`config.mk`:
```
export PLATFORM = sky130hd
export DESIGN_NAME = ctrl_seq_flat
export DESIGN_NICKNAME = d
export VERILOG_FILES = /design/src/rtl/ctrl_seq_if.sv /design/src/rtl/ctrl_seq.sv /design/src/flat_wrapper.sv
export SDC_FILE = /design/constraint.sdc
export NUM_CORES = 1
export LEC_CHECK = 0
export BUFFER_PORTS_ARGS = -buffer_cell sky130_fd_sc_hd__buf_2
export CAP_MARGIN = 10
export CORE_ASPECT_RATIO = 1.5
export CORE_UTILIZATION = 35
export CTS_BUF_LIST = sky130_fd_sc_hd__clkbuf_16
export CTS_CLUSTER_DIAMETER = 50
export DETAILED_ROUTE_END_ITERATION = 7
export PLACE_DENSITY = 0.55
export SLEW_MARGIN = 10
export SYNTH_ARGS = -nofsm -noshare
export SYNTH_HDL_FRONTEND = slang
export SYNTH_SLANG_ARGS = --single-unit
```
`constraint.sdc`:
```
create_clock -name clk -period 8.2 [get_ports clk]
set_input_delay 0 -clock clk [delete_from_list [all_inputs] [get_ports clk]]
set_output_delay 0 -clock clk [all_outputs]
set_load 0.03 [all_outputs]
```
`src/rtl/ctrl_seq_if.sv`:
```
// Request/response and ctrl_bus signals for the control-sequence generator.
// The master side is the sequencer; the slave side is whoever requests runs and consumes the bus.
interface ctrl_seq_if #(
    parameter int LENWD = 16
);
    logic             req;
    logic [LENWD-1:0] len;
    logic             stall;
    logic             ack;
    logic             busy;
    logic             out_start;
    logic             out_valid;
    logic             out_stop;
    logic [LENWD-1:0] count;

    modport master (
        input  req, len, stall,
        output ack, busy, out_start, out_valid, out_stop, count
    );

    modport slave (
        output req, len, stall,
        input  ack, busy, out_start, out_valid, out_stop, count
    );
endinterface

```
`src/rtl/ctrl_seq.sv`:
```
// Control-sequence generator: start pulse, LEN stall-aware valid beats, stop pulse,
// with a fixed-depth delay line aligning the strobes to the downstream datapath.
module ctrl_seq #(
    parameter int LENWD   = 16,
    parameter int LATENCY = 0
) (
    input  logic       clk,
    input  logic       rst,
    ctrl_seq_if.master bus
);
    localparam logic [1:0] IDLE  = 2'd0;
    localparam logic [1:0] START = 2'd1;
    localparam logic [1:0] RUN   = 2'd2;
    localparam logic [1:0] STOP  = 2'd3;

    localparam logic [LENWD-1:0] ONE = {{(LENWD-1){1'b0}}, 1'b1};

    logic [1:0]       state_q, state_d;
    logic [LENWD-1:0] len_q, len_d;
    logic [LENWD-1:0] count_q, count_d;
    logic             ack_q, ack_d;
    logic [2:0]       raw;
    logic [2:0]       outStrobes;
    logic             lineBusy;
    logic             busy;

    assign busy = (state_q != IDLE) | lineBusy;

    // Last beat is detected one early against len_q-1, so count never has to exceed len_q.
    always_comb begin
        state_d = state_q;
        len_d   = len_q;
        count_d = count_q;
        ack_d   = 1'b0;
        case (state_q)
            IDLE: begin
                if (bus.req && !busy) begin
                    len_d   = bus.len;
                    count_d = '0;
                    ack_d   = 1'b1;
                    state_d = START;
                end
            end
            START: begin
                if (!bus.stall) begin
                    state_d = (len_q != '0) ? RUN : STOP;
                end
            end
            RUN: begin
                if (!bus.stall) begin
                    count_d = count_q + ONE;
                    if (count_q == len_q - ONE) begin
                        state_d = STOP;
                    end
                end
            end
            STOP: begin
                if (!bus.stall) begin
                    state_d = IDLE;
                end
            end
            default: state_d = IDLE;
        endcase
    end

    always_ff @(posedge clk) begin
        if (rst) begin
            state_q <= IDLE;
            len_q   <= '0;
            count_q <= '0;
            ack_q   <= 1'b0;
        end else begin
            state_q <= state_d;
            len_q   <= len_d;
            count_q <= count_d;
            ack_q   <= ack_d;
        end
    end

    // {start, valid, stop}; mutually exclusive because each decodes a distinct state.
    assign raw = {(state_q == START) && !bus.stall,
                  (state_q == RUN)   && !bus.stall,
                  (state_q == STOP)  && !bus.stall};

    generate
        if (LATENCY == 0) begin : g_noDelay
            assign outStrobes = raw;
            assign lineBusy   = 1'b0;
        end else begin : g_delay
            logic [2:0] line_q [LATENCY];

            // The line free-runs regardless of stall; only reset clears it.
            always_ff @(posedge clk) begin
                if (rst) begin
                    for (int i = 0; i < LATENCY; i++) begin
                        line_q[i] <= 3'b000;
                    end
                end else begin
                    line_q[0] <= raw;
                    for (int i = 1; i < LATENCY; i++) begin
                        line_q[i] <= line_q[i-1];
                    end
                end
            end

            always_comb begin
                lineBusy = 1'b0;
                for (int i = 0; i < LATENCY; i++) begin
                    lineBusy = lineBusy | (|line_q[i]);
                end
            end

            assign outStrobes = line_q[LATENCY-1];
        end
    endgenerate

    assign bus.ack       = ack_q;
    assign bus.busy      = busy;
    assign bus.out_start = outStrobes[2];
    assign bus.out_valid = outStrobes[1];
    assign bus.out_stop  = outStrobes[0];
    assign bus.count     = count_q;
endmodule

```
`src/flat_wrapper.sv`:
```
// flat-port wrapper written by rule: the top's interface ports become plain ports
module ctrl_seq_flat 
#(
    parameter int LENWD   = 16,
    parameter int LATENCY = 0
)
  (clk, rst, bus_req, bus_len, bus_stall, bus_ack, bus_busy, bus_out_start, bus_out_valid, bus_out_stop, bus_count);
  ctrl_seq_if #(.LENWD(LENWD)) bus_i ();
  input  logic clk;
  input  logic rst;
  input wire logic [$bits(bus_i.req)-1:0] bus_req;
  input wire logic [$bits(bus_i.len)-1:0] bus_len;
  input wire logic [$bits(bus_i.stall)-1:0] bus_stall;
  output wire logic [$bits(bus_i.ack)-1:0] bus_ack;
  output wire logic [$bits(bus_i.busy)-1:0] bus_busy;
  output wire logic [$bits(bus_i.out_start)-1:0] bus_out_start;
  output wire logic [$bits(bus_i.out_valid)-1:0] bus_out_valid;
  output wire logic [$bits(bus_i.out_stop)-1:0] bus_out_stop;
  output wire logic [$bits(bus_i.count)-1:0] bus_count;
  assign bus_i.req = bus_req;
  assign bus_i.len = bus_len;
  assign bus_i.stall = bus_stall;
  assign bus_ack = bus_i.ack;
  assign bus_busy = bus_i.busy;
  assign bus_out_start = bus_i.out_start;
  assign bus_out_valid = bus_i.out_valid;
  assign bus_out_stop = bus_i.out_stop;
  assign bus_count = bus_i.count;
  ctrl_seq #(.LENWD(LENWD), .LATENCY(LATENCY)) u_core (.clk(clk), .rst(rst), .bus(bus_i));
endmodule
```
==> impl_metrics.csv, run 1 <==
group,metric,value,unit
placement,numPortBuffers,40,
worst_setup_path,end_kind,"flop",
hold_path,min_to,"u_core.bus.count[0]$_SDFFE_PP0P_",
clock_network,cts_tree,"done",
worst_setup_path,r2r_cells,10,
timing,max_freq,0.322,GHz
hold_path,worstHoldPathCells,2,
timing,tns,0,ns
timing,report.final.slew_viol_count,0,
timing,tightest_slew,0.988,ns
layout,diodes,0,
yosys,avgSynthCellArea,8.02,um^2
yosys,ys_warn_count,0,
clock_network,cts_root_buf,"clkbuf_16",
floorplanning,die_width,63.7,um
route,wl_per_cell,12.5,um
worst_setup_path,critPathKind,"flop to flop",
power,comb_power_share,39.4,%
floorplanning,num_rows,33,
timing,hold_viol,0,
outcome,status,"finished, final reports clean",
worst_setup_path,crit_fanout,5,
route,num_vias,1855,
route,drc,0,
worst_setup_path,r2r-end,"u_core.state_q[0]$_SDFFE_PP0P_",
layout,drive_above_1_share,18.3,%
global_routing,grt.total_usage,16.7,%
route,via_per_inst,5.01,
timing,skew,0.00227,ns
worst_setup_path,reg2reg_slack,5.09,ns
power,p_seq_share,31.1,%
hold_path,min_path_type,"input port to flop",
yosys,netlist_area,2000,um^2
worst_setup_path,worstPathArrival,3.28,ns
clock_network,cts_sinks,35,
timing,fin_ws,5.09,ns
global_routing,grt_max_degree,23,
route,firstDrtPassIters,4,
hold_path,worstHoldStart,"rst",
floorplanning,die_height,94.5,um
yosys,ys.flop_type,"dfxtp_1",
power,pwr-share-clk,29.5,%
placement,dp_cells,346,
floorplanning,io_pins,41,
power,switching_power,260,uW
yosys,syn_inst,249,
global_routing,grt_pass1_wl,7780,um
clock_network,h-tree-depth,2,
route,drt_wl_total,4640,um
run,maxCapViolCount,0,
worst_setup_path,start_kind,"flop",
yosys,syn-num-nets,275,
clock_network,clkTransAtPathRegs,0.05,ns
layout,area_growth,27.7,%
timing,fin_crit_sh,37.9,%
floorplanning,core,5490,um^2
worst_setup_path,r2r_start,"u_core.len_q[0]$_SDFFE_PP0P_",
global_routing,grt_pass1_vias,1649,
power,pwr_density_cell,278,nW/um^2
timing,setup_viol,0,
yosys,synthArstFlopShare,0,%
clock_network,clk_latency,0.27,ns
layout,finalNonFillerCells,370,
floorplanning,start_util,36.4,%
power,ir_drop,0.000208,V
yosys,yosysUniqueCellTypes,43,
timing,layout_min_cycle_time,3.11,ns
global_routing,antenna_found_initial,0,
timing,rsz0062_at_grt,"no",
yosys,synth_edf_count,0,
layout,layout.nets,325,
timing,hold_slack,0.133,ns
placement,dp_hpwl,3500,um
floorplanning,die_area,6020,um^2
power,power.internal,450,uW
clock_network,post_cts_buffers,0,
yosys,synth-seq-area-share,35.1,%
power,switching_share,36.6,%
route,drt_iter0_markers,50,
clock_network,cts_resized,0,
placement,routabilityCongestion,0.851,
yosys,synth_seq_cells,35,
timing,timing.slew.headroom,34.0,%
route,route.antenna.remaining_nets,0,
global_routing,overflow,0,
worst_setup_path,crit_required,8.38,ns
clock_network,cts_buffer_depth,2,
power,cellLeakagePower,0.00101,uW
clock_network,cts_inserted_buffers,5,
placement,place_ws,5.12,ns
==> synth_stat cells (3+ instances only) <==
library cell	count	area, um^2
nand2_1	44	165
dfxtp_1	35	701
nor2_1	23	86.3
a21oi_1	20	100
xnor2_1	18	158
xor2_1	13	114
clkbuf_1	11	41.3
nor3_1	8	40.0
nand3_1	7	35.0
or4_1	7	52.6
ha_1	6	75.1
inv_1	6	22.5
nand4_1	4	25.0
nor2b_1	4	25.0
mux2i_1	3	30.0
nor4_1	3	18.8
o21a_1	3	22.5
o21ai_0	3	15.0
o21ai_1	3	15.0
==> flip-flops by register name, summed over array words and instances, names as in the netlist <==
signal	count
u_core.bus.count	16
u_core.len_q	16
u_core.state_q	2
u_core.bus.ack	1
==> worst max-delay path: stages (launching register included) <==
cell       delay, ns
dfxtp_1         0.34
inv_1           0.08
ha_1            0.23
or4b_4          0.50
or4_1           0.44
or4_1           0.51
o21ai_2         0.09
o2111ai_2       0.16
o31ai_4         0.26
o21ai_1         0.10
a221oi_1        0.30
==> layout make-up <==
class                      count  area, um^2
clock inverter                 3        38.8
timing repair buffer          56         360
tap                           70        87.6
sequential                    35         701
fill                         572        2940
inverter                       6        22.5
multi-input combinational    195        1220
clock buffer                   5         125
==> power groups by stage <==
stage                     Clock [uW]  Sequential [uW]  Combinational, uW
final                            209              221                280
after CTS                        216              221                283
after floorplan                    0              216                228
after detailed placement           0              225                275
after global placement             0              225                271
after global routing             223              226                314
==> through the flow <==
stage	instance area [um^2]	power [uW]	util, %
after global routing	2550	762	46.5
after CTS	2550	721	46.5
after global placement	2230	496	40.6
after floorplan	2000	444	-
after detailed placement	2230	500	40.6
final	2550	710	46.5
==> layer usage <==
layer | track usage (%) | wire length, um | vias to the layer above
li1 | - | - | 959
met1 | 19.6 | 1990 | 844
met3 | 3.38 | 129 | 9
met5 | 0 | 0 | -
met4 | 7.20 | 87 | 0
met2 | 29.0 | 2430 | 43
==> cell families after synthesis <==
group	synth area share [%]
flops	35.1
mux	3.19
simple gates	26.9
buf+inv	4.01
fa+ha+maj	3.76
xor+xnor	13.6
compound gates	13.5
==> cell usage in the layout, fill, tap and decap left out, types with 2 or more instances in the layout <==
| cell type | instances |
|---|---|
| o21a_1 | 3 |
| nand4_1 | 4 |
| buf_2 | 40 |
| dlygate4sd3_1 | 16 |
| and2_1 | 2 |
| o21ai_1 | 3 |
| clkbuf_16 | 5 |
| xor2_1 | 13 |
| mux2_2 | 2 |
| nor4b_1 | 2 |
| mux2i_1 | 3 |
| or3_1 | 2 |
| inv_1 | 6 |
| xnor2_1 | 18 |
| dfxtp_1 | 35 |
| nor2_1 | 23 |
| a21oi_1 | 20 |
| nor4_1 | 3 |
| o21ai_0 | 3 |
| nand2_1 | 44 |
| nand3_1 | 7 |
| nor3_1 | 8 |
| or4_1 | 7 |
| ha_1 | 6 |
| nor2b_1 | 4 |
==> what timing repair did <==
item / in CTS / in global routing
hold buffers: 16 / 0
setup endpoints to repair: 0 / 0
hold endpoints to repair: 16 / 0
==> worst max-delay path by stage <==
stage                                 startpoint                             end  slack [ns]
detailed placement  u_core.len_q[0]$_SDFFE_PP0P_  u_core.state_q[0]$_SDFFE_PP0P_        5.12
global placement    u_core.len_q[0]$_SDFFE_PP0P_  u_core.state_q[0]$_SDFFE_PP0P_        5.21
finish              u_core.len_q[0]$_SDFFE_PP0P_  u_core.state_q[0]$_SDFFE_PP0P_        5.09
global route        u_core.len_q[0]$_SDFFE_PP0P_  u_core.state_q[0]$_SDFFE_PP0P_        4.86
floorplan           u_core.len_q[0]$_SDFFE_PP0P_  u_core.state_q[0]$_SDFFE_PP0P_        5.32
CTS                 u_core.len_q[0]$_SDFFE_PP0P_  u_core.state_q[0]$_SDFFE_PP0P_        5.08
Note: power is estimated with default switching activity, not from simulation.
==> run 2, diff against run 1 <==
ABC_AREA = 1   (was unset)
PLACE_DENSITY = 0.57   (was 0.55)
clock period = 2.8 ns   (was 8.2 ns; I/O delays follow)
==> impl_metrics.csv, run 2 <==
group,metric,value,unit
power,switching_share,43.4,%
run,maxCapViolCount,0,
power,pwr-share-clk,22.9,%
power,pwr_density_cell,861,nW/um^2
floorplanning,die_height,98.3,um
timing,hold_slack,0.00906,ns
global_routing,grt.total_usage,18.1,%
global_routing,grt_use_met1,20.5,%
floorplanning,start_util,36.8,%
clock_network,clkTransAtPathRegs,0.05,ns
clock_network,clk_latency,0.28,ns
yosys,ys_top_cells_by_count,"59 x nand2_1, 42 x nor2_1, 36 x inv_1",
timing,setup_viol,0,
clock_network,post_cts_buffers,0,
placement,dp_hpwl,4360,um
route,via_per_inst,4.84,
global_routing,grt_max_degree,19,
route,wl_per_cell,11.8,um
worst_setup_path,end_kind,"flop",
yosys,ys.flop_type,"dfxtp_1",
clock_network,cts_sinks,35,
yosys,netlist_area,2160,um^2
layout,drive_above_1_share,19.1,%
route,drc,0,
yosys,synth-seq-area-share,32.4,%
layout,stdcell_area,2640,um^2
global_routing,top_usage_layer,"met2",
global_routing,antenna_found_initial,0,
worst_setup_path,start_kind,"flop",
layout,final_cell_mix,"59 x nand2_1, 42 x nor2_1, 40 x buf_2",
yosys,yosysMostFrequentCell,"nand2_1",
worst_setup_path,worstPathArrival,2.39,ns
outcome,status,"finished, final reports clean",
timing,report.final.slew_viol_count,0,
hold_path,min_path_type,"input port to flop",
global_routing,overflow,0,
layout,layout_commonest_cell,"nand2_1",
floorplanning,core,5870,um^2
yosys,avgSynthCellArea,6.64,um^2
yosys,syn-num-nets,352,
yosys,ys_top_cells_by_area,"dfxtp_1 32%, nand2_1 10%, nor2_1 7.3%",
placement,numPortBuffers,40,
power,power.internal,1290,uW
power,comb_power_share,47.3,%
timing,layout_min_cycle_time,2.22,ns
timing,rsz0062_at_grt,"no",
timing,timing.slew.headroom,71.9,%
floorplanning,die_area,6510,um^2
global_routing,use_met3,3.39,%
worst_setup_path,crit_fanout,14,
power,p_seq_share,29.8,%
floorplanning,num_rows,34,
yosys,ys_warn_count,0,
layout,area_growth,22.0,%
timing,tightest_slew,0.421,ns
timing,max_freq,0.450,GHz
clock_network,cts_root_buf,"clkbuf_16",
yosys,synth_top_area_cell,"dfxtp_1",
layout,layout.nets,402,
power,switching_power,987,uW
worst_setup_path,critPathKind,"flop to flop",
placement,post_dp_cell_area,2450,um^2
yosys,synth_seq_cells,35,
route,num_vias,2172,
yosys,synth_edf_count,0,
placement,dp_cells,436,
clock_network,cts_inserted_buffers,5,
timing,fin_crit_sh,79.4,%
clock_network,cts_tree,"done",
route,drt_wl_total,5280,um
clock_network,cts_buffer_depth,2,
global_routing,grt_pass1_vias,1961,
power,cellLeakagePower,0.00123,uW
layout,diodes,0,
yosys,synth_top_area_share,32.4,%
layout,finalNonFillerCells,449,
power,ir_drop,0.000530,V
timing,skew,0.00350,ns
timing,tns,0,ns
floorplanning,io_pins,41,
worst_setup_path,crit_required,2.97,ns
route,drt_iter0_markers,101,
power,fin_total_pwr,2270,uW
floorplanning,die_width,66.2,um
global_routing,grt_pass1_wl,8940,um
route,firstDrtPassIters,4,
yosys,synthArstFlopShare,0,%
global_routing,use_met2,31.6,%
timing,hold_viol,0,
yosys,syn_inst,326,
yosys,yosysUniqueCellTypes,31,
clock_network,h-tree-depth,2,
route,route.antenna.remaining_nets,0,
placement,routabilityCongestion,0.850,
run 2: cell types whose count changed in the layout (fill, tap and decap cells not counted), sizes merged, moves of 3 or more:
| cell | before | now |
|---|---|---|
| nand3 | 7 | 27 |
| xor2 | 13 | 9 |
| mux2 | 3 | 0 |
| xnor2 | 18 | 5 |
| o21ai | 7 | 27 |
| dlygate4sd3 | 16 | 5 |
| nand3b | 0 | 4 |
| nor2 | 23 | 49 |
| a21oi | 20 | 30 |
| mux2i | 3 | 0 |
| or4 | 7 | 0 |
| inv | 6 | 48 |
| nor2b | 4 | 0 |
| nand2 | 44 | 61 |
run 2: worst max-delay path, cell delays in order (launching register included):
cell     delay, ns
dfxtp_1       0.35
inv_1         0.11
ha_1          0.25
nand2_1       0.28
o21ai_2       0.15
o21ai_2       0.13
nor2_1        0.14
nand2_1       0.11
nor4_2        0.26
nand3_1       0.15
o21ai_1       0.14
a21oi_1       0.04
run 2: path summary, 6_finish.rpt:
| check | startpoint | end | slack, ns | cells past startpoint |
|---|---|---|---|---|
| worst min register to register | u_core.len_q[2]$_SDFFE_PP0P_ | u_core.len_q[2]$_SDFFE_PP0P_ | 0.49 | 2 |
| worst min-delay path | bus_len[11] | u_core.len_q[11]$_SDFFE_PP0P_ | 0.009 | 3 |
| worst max-delay path | u_core.state_q[0]$_SDFFE_PP0P_ | u_core.bus.count[12]$_SDFFE_PP0P_ | 0.58 | 11 |
| worst max register to register | u_core.state_q[0]$_SDFFE_PP0P_ | u_core.bus.count[12]$_SDFFE_PP0P_ | 0.58 | 11 |
run 2: logic make-up (layout without fill, tap and decap cells):
logic type,after synthesis,in the layout,synth area share (%)
and+or+nand+nor,154,154,33.3
buffers and inverters,52,103,9.02
DFF,35,35,32.4
adders and majority gates,6,6,3.47
AOI/OAI and AO/OA,65,65,16.2
xor gates and xnor gates,14,14,5.67
run 2: layout make-up:
cell class / instances / area [um^2]
multi-input combinational: 239 / 1270
clock inverter: 3 / 11.3
inverter: 48 / 180
tap: 72 / 90.1
clock buffer: 5 / 125
timing repair buffer: 47 / 265
sequential: 35 / 701
fill: 665 / 3230
run 2: stage by stage:
stage	utilization, %	worst slack, ns
3_5_place_dp	41.8	0.575
2_1_floorplan	-	0.993
4_1_cts	45.0	0.553
6_report	45.0	0.577
3_3_place_gp	41.8	0.661
5_1_grt	45.0	0.278
run 2: routing by layer:
| layer | up-vias | part of all wire, % |
|---|---|---|
| met5 | - | 0 |
| met4 | 0 | 2.9 |
| met3 | 11 | 2.8 |
| met2 | 39 | 51 |
| met1 | 959 | 43 |
| li1 | 1163 | - |
run 2: what timing repair did:
| action | CTS | global route |
|---|---|---|
| hold buffers | 5 | 0 |
| endpoints found under the hold margin | 7 | 0 |
| endpoints found under the setup margin | 0 | 0 |
| resized for setup | 0 | 0 |
run 2: power groups by stage:
stage | Sequential, uW | Combinational, uW | Clock [uW]
detailed placement | 689 | 1080 | 0
global route | 691 | 1230 | 555
finish | 678 | 1080 | 519
CTS | 679 | 1090 | 533
global placement | 686 | 1080 | 0
floorplan | 682 | 843 | 0
==> run 3, diff against run 2 <==
PLACE_DENSITY = 0.55   (was 0.57)
clock period = 2.15 ns   (was 2.8 ns; I/O delays follow)
==> impl_metrics.csv, run 3 (synthesis gave the netlist of run 2 again) <==
group,metric,value,unit
route,route.antenna.remaining_nets,0,
timing,max_freq,0.514,GHz
worst_setup_path,critPathKind,"flop to flop",
timing,tightest_slew,0.437,ns
floorplanning,start_util,36.8,%
layout,layout_commonest_cell,"nand2_1",
route,drc,0,
layout,layout.nets,405,
clock_network,post_cts_buffers,0,
layout,multi_input_area,1280,um^2
clock_network,h-tree-depth,2,
global_routing,antenna_found_initial,0,
placement,numPortBuffers,40,
global_routing,grt_pass1_vias,2120,
global_routing,overflow,0,
floorplanning,die_height,98.3,um
layout,area_growth,23.6,%
floorplanning,die_width,66.2,um
timing,report.final.slew_viol_count,0,
timing,skew,0.00421,ns
timing,hold_viol,0,
layout,diodes,0,
floorplanning,io_pins,41,
timing,setup_viol,0,
timing,fin_crit_sh,90.4,%
route,drt_wl_total,5590,um
route,wl_per_cell,12.4,um
placement,dp_hpwl,4450,um
power,cellLeakagePower,0.00125,uW
route,firstDrtPassIters,4,
timing,hold_slack,0.00228,ns
timing,layout_min_cycle_time,1.94,ns
layout,final_cell_mix,"58 x nand2_1, 41 x nor2_1, 40 x buf_2",
clock_network,cts_sinks,35,
floorplanning,core,5870,um^2
worst_setup_path,start_kind,"flop",
global_routing,grt.total_usage,19.5,%
worst_setup_path,end_kind,"flop",
timing,tns,0,ns
global_routing,grt_max_degree,30,
clock_network,clk_latency,0.28,ns
placement,routabilityCongestion,0.868,
clock_network,cts_root_buf,"clkbuf_16",
clock_network,cts_inserted_buffers,5,
layout,register_area,701,um^2
power,pwr_density_cell,1140,nW/um^2
outcome,status,"finished, final reports clean",
power,ir_drop,0.000804,V
worst_setup_path,crit_fanout,5,
route,via_per_inst,4.91,
worst_setup_path,worstPathArrival,2.16,ns
timing,rsz0062_at_grt,"no",
route,drt_iter0_markers,105,
route,num_vias,2218,
clock_network,cts_tree,"done",
run,maxCapViolCount,0,
layout,nFillCells,649,
layout,drive_above_1_share,20.5,%
timing,timing.slew.headroom,70.8,%
hold_path,min_path_type,"input port to flop",
clock_network,cts_buffer_depth,2,
clock_network,clkTransAtPathRegs,0.05,ns
worst_setup_path,crit_required,2.37,ns
global_routing,grt_pass1_wl,9840,um
floorplanning,die_area,6510,um^2
floorplanning,num_rows,34,
run 3: cell types whose count changed in the layout (fill, tap and decap cells not counted):
cell      before  now
nand2_2        2    3
nand2_1       59   58
buf_4          2    5
clkinv_1       3    1
inv_1         37   38
nor2_4         4    5
nor2_1        42   41
clkinv_2       0    1
run 3: power breakdown:
group | total [uW] | internal, uW | switching, uW
combinational | 1470 | 529 | 942
sequential | 885 | 759 | 126
clock | 687 | 419 | 268
run 3: stage by stage:
stage	setup slack (ns)	cells	util [%]	instance area (um^2)	power (uW)
2_1_floorplan	0.343	326	-	2160	1990
3_3_place_gp	0.0712	439	42.2	2480	2330
3_5_place_dp	0.0613	439	42.2	2480	2350
4_1_cts	0.0375	452	45.4	2660	3050
5_1_grt	0.0207	452	45.5	2670	3340
6_report	0.206	452	45.5	2670	3040
run 3: cell type report:
class                   instances  share of cell area (%)
well taps                      72                    3.37
flip-flops and latches         35                    26.2
repair buffers                 50                    10.8
clock inverters                 3                   0.468
multi-input cells             239                    47.8
clock buffers                   5                    4.68
inverters                      48                    6.74
run 3: final timing paths:
path                                        from                           endpoint  slack (ns)  cells after the start
setup / recovery  u_core.state_q[0]$_SDFFE_PP0P_  u_core.bus.count[13]$_SDFFE_PP0P_        0.21                     12
hold / removal                       bus_len[11]      u_core.len_q[11]$_SDFFE_PP0P_       0.002                      3
setup reg to reg  u_core.state_q[0]$_SDFFE_PP0P_  u_core.bus.count[13]$_SDFFE_PP0P_        0.21                     12
hold reg to reg     u_core.len_q[1]$_SDFFE_PP0P_       u_core.len_q[1]$_SDFFE_PP0P_        0.49                      2
run 3: critical path: stages, from the launching register on:
cell     delay [ns]
dfxtp_1        0.41
inv_1          0.10
ha_1           0.26
o21ai_2        0.16
o21ai_2        0.11
nor2_2         0.14
inv_2          0.06
nor2_4         0.09
inv_2          0.06
nor4_4         0.15
nand2_1        0.10
a21oi_1        0.13
o21a_1         0.13
run 3: repair_timing:
| item | 4_1_cts | 5_1_grt |
|---|---|---|
| endpoints found under the setup margin | 0 | 2 |
| endpoints found under the hold margin | 7 | 0 |
| hold buffers | 5 | 0 |
| resized for setup | 0 | 3 |
run 3: metal layers:
metal | wire length, um | vias up | track usage (%)
met1 | 2480 | 1000 | 23.9
met3 | 179 | 13 | 3.39
met5 | 0 | - | 0
met4 | 154 | 0 | 7.04
li1 | - | 1159 | -
met2 | 2780 | 46 | 33.3
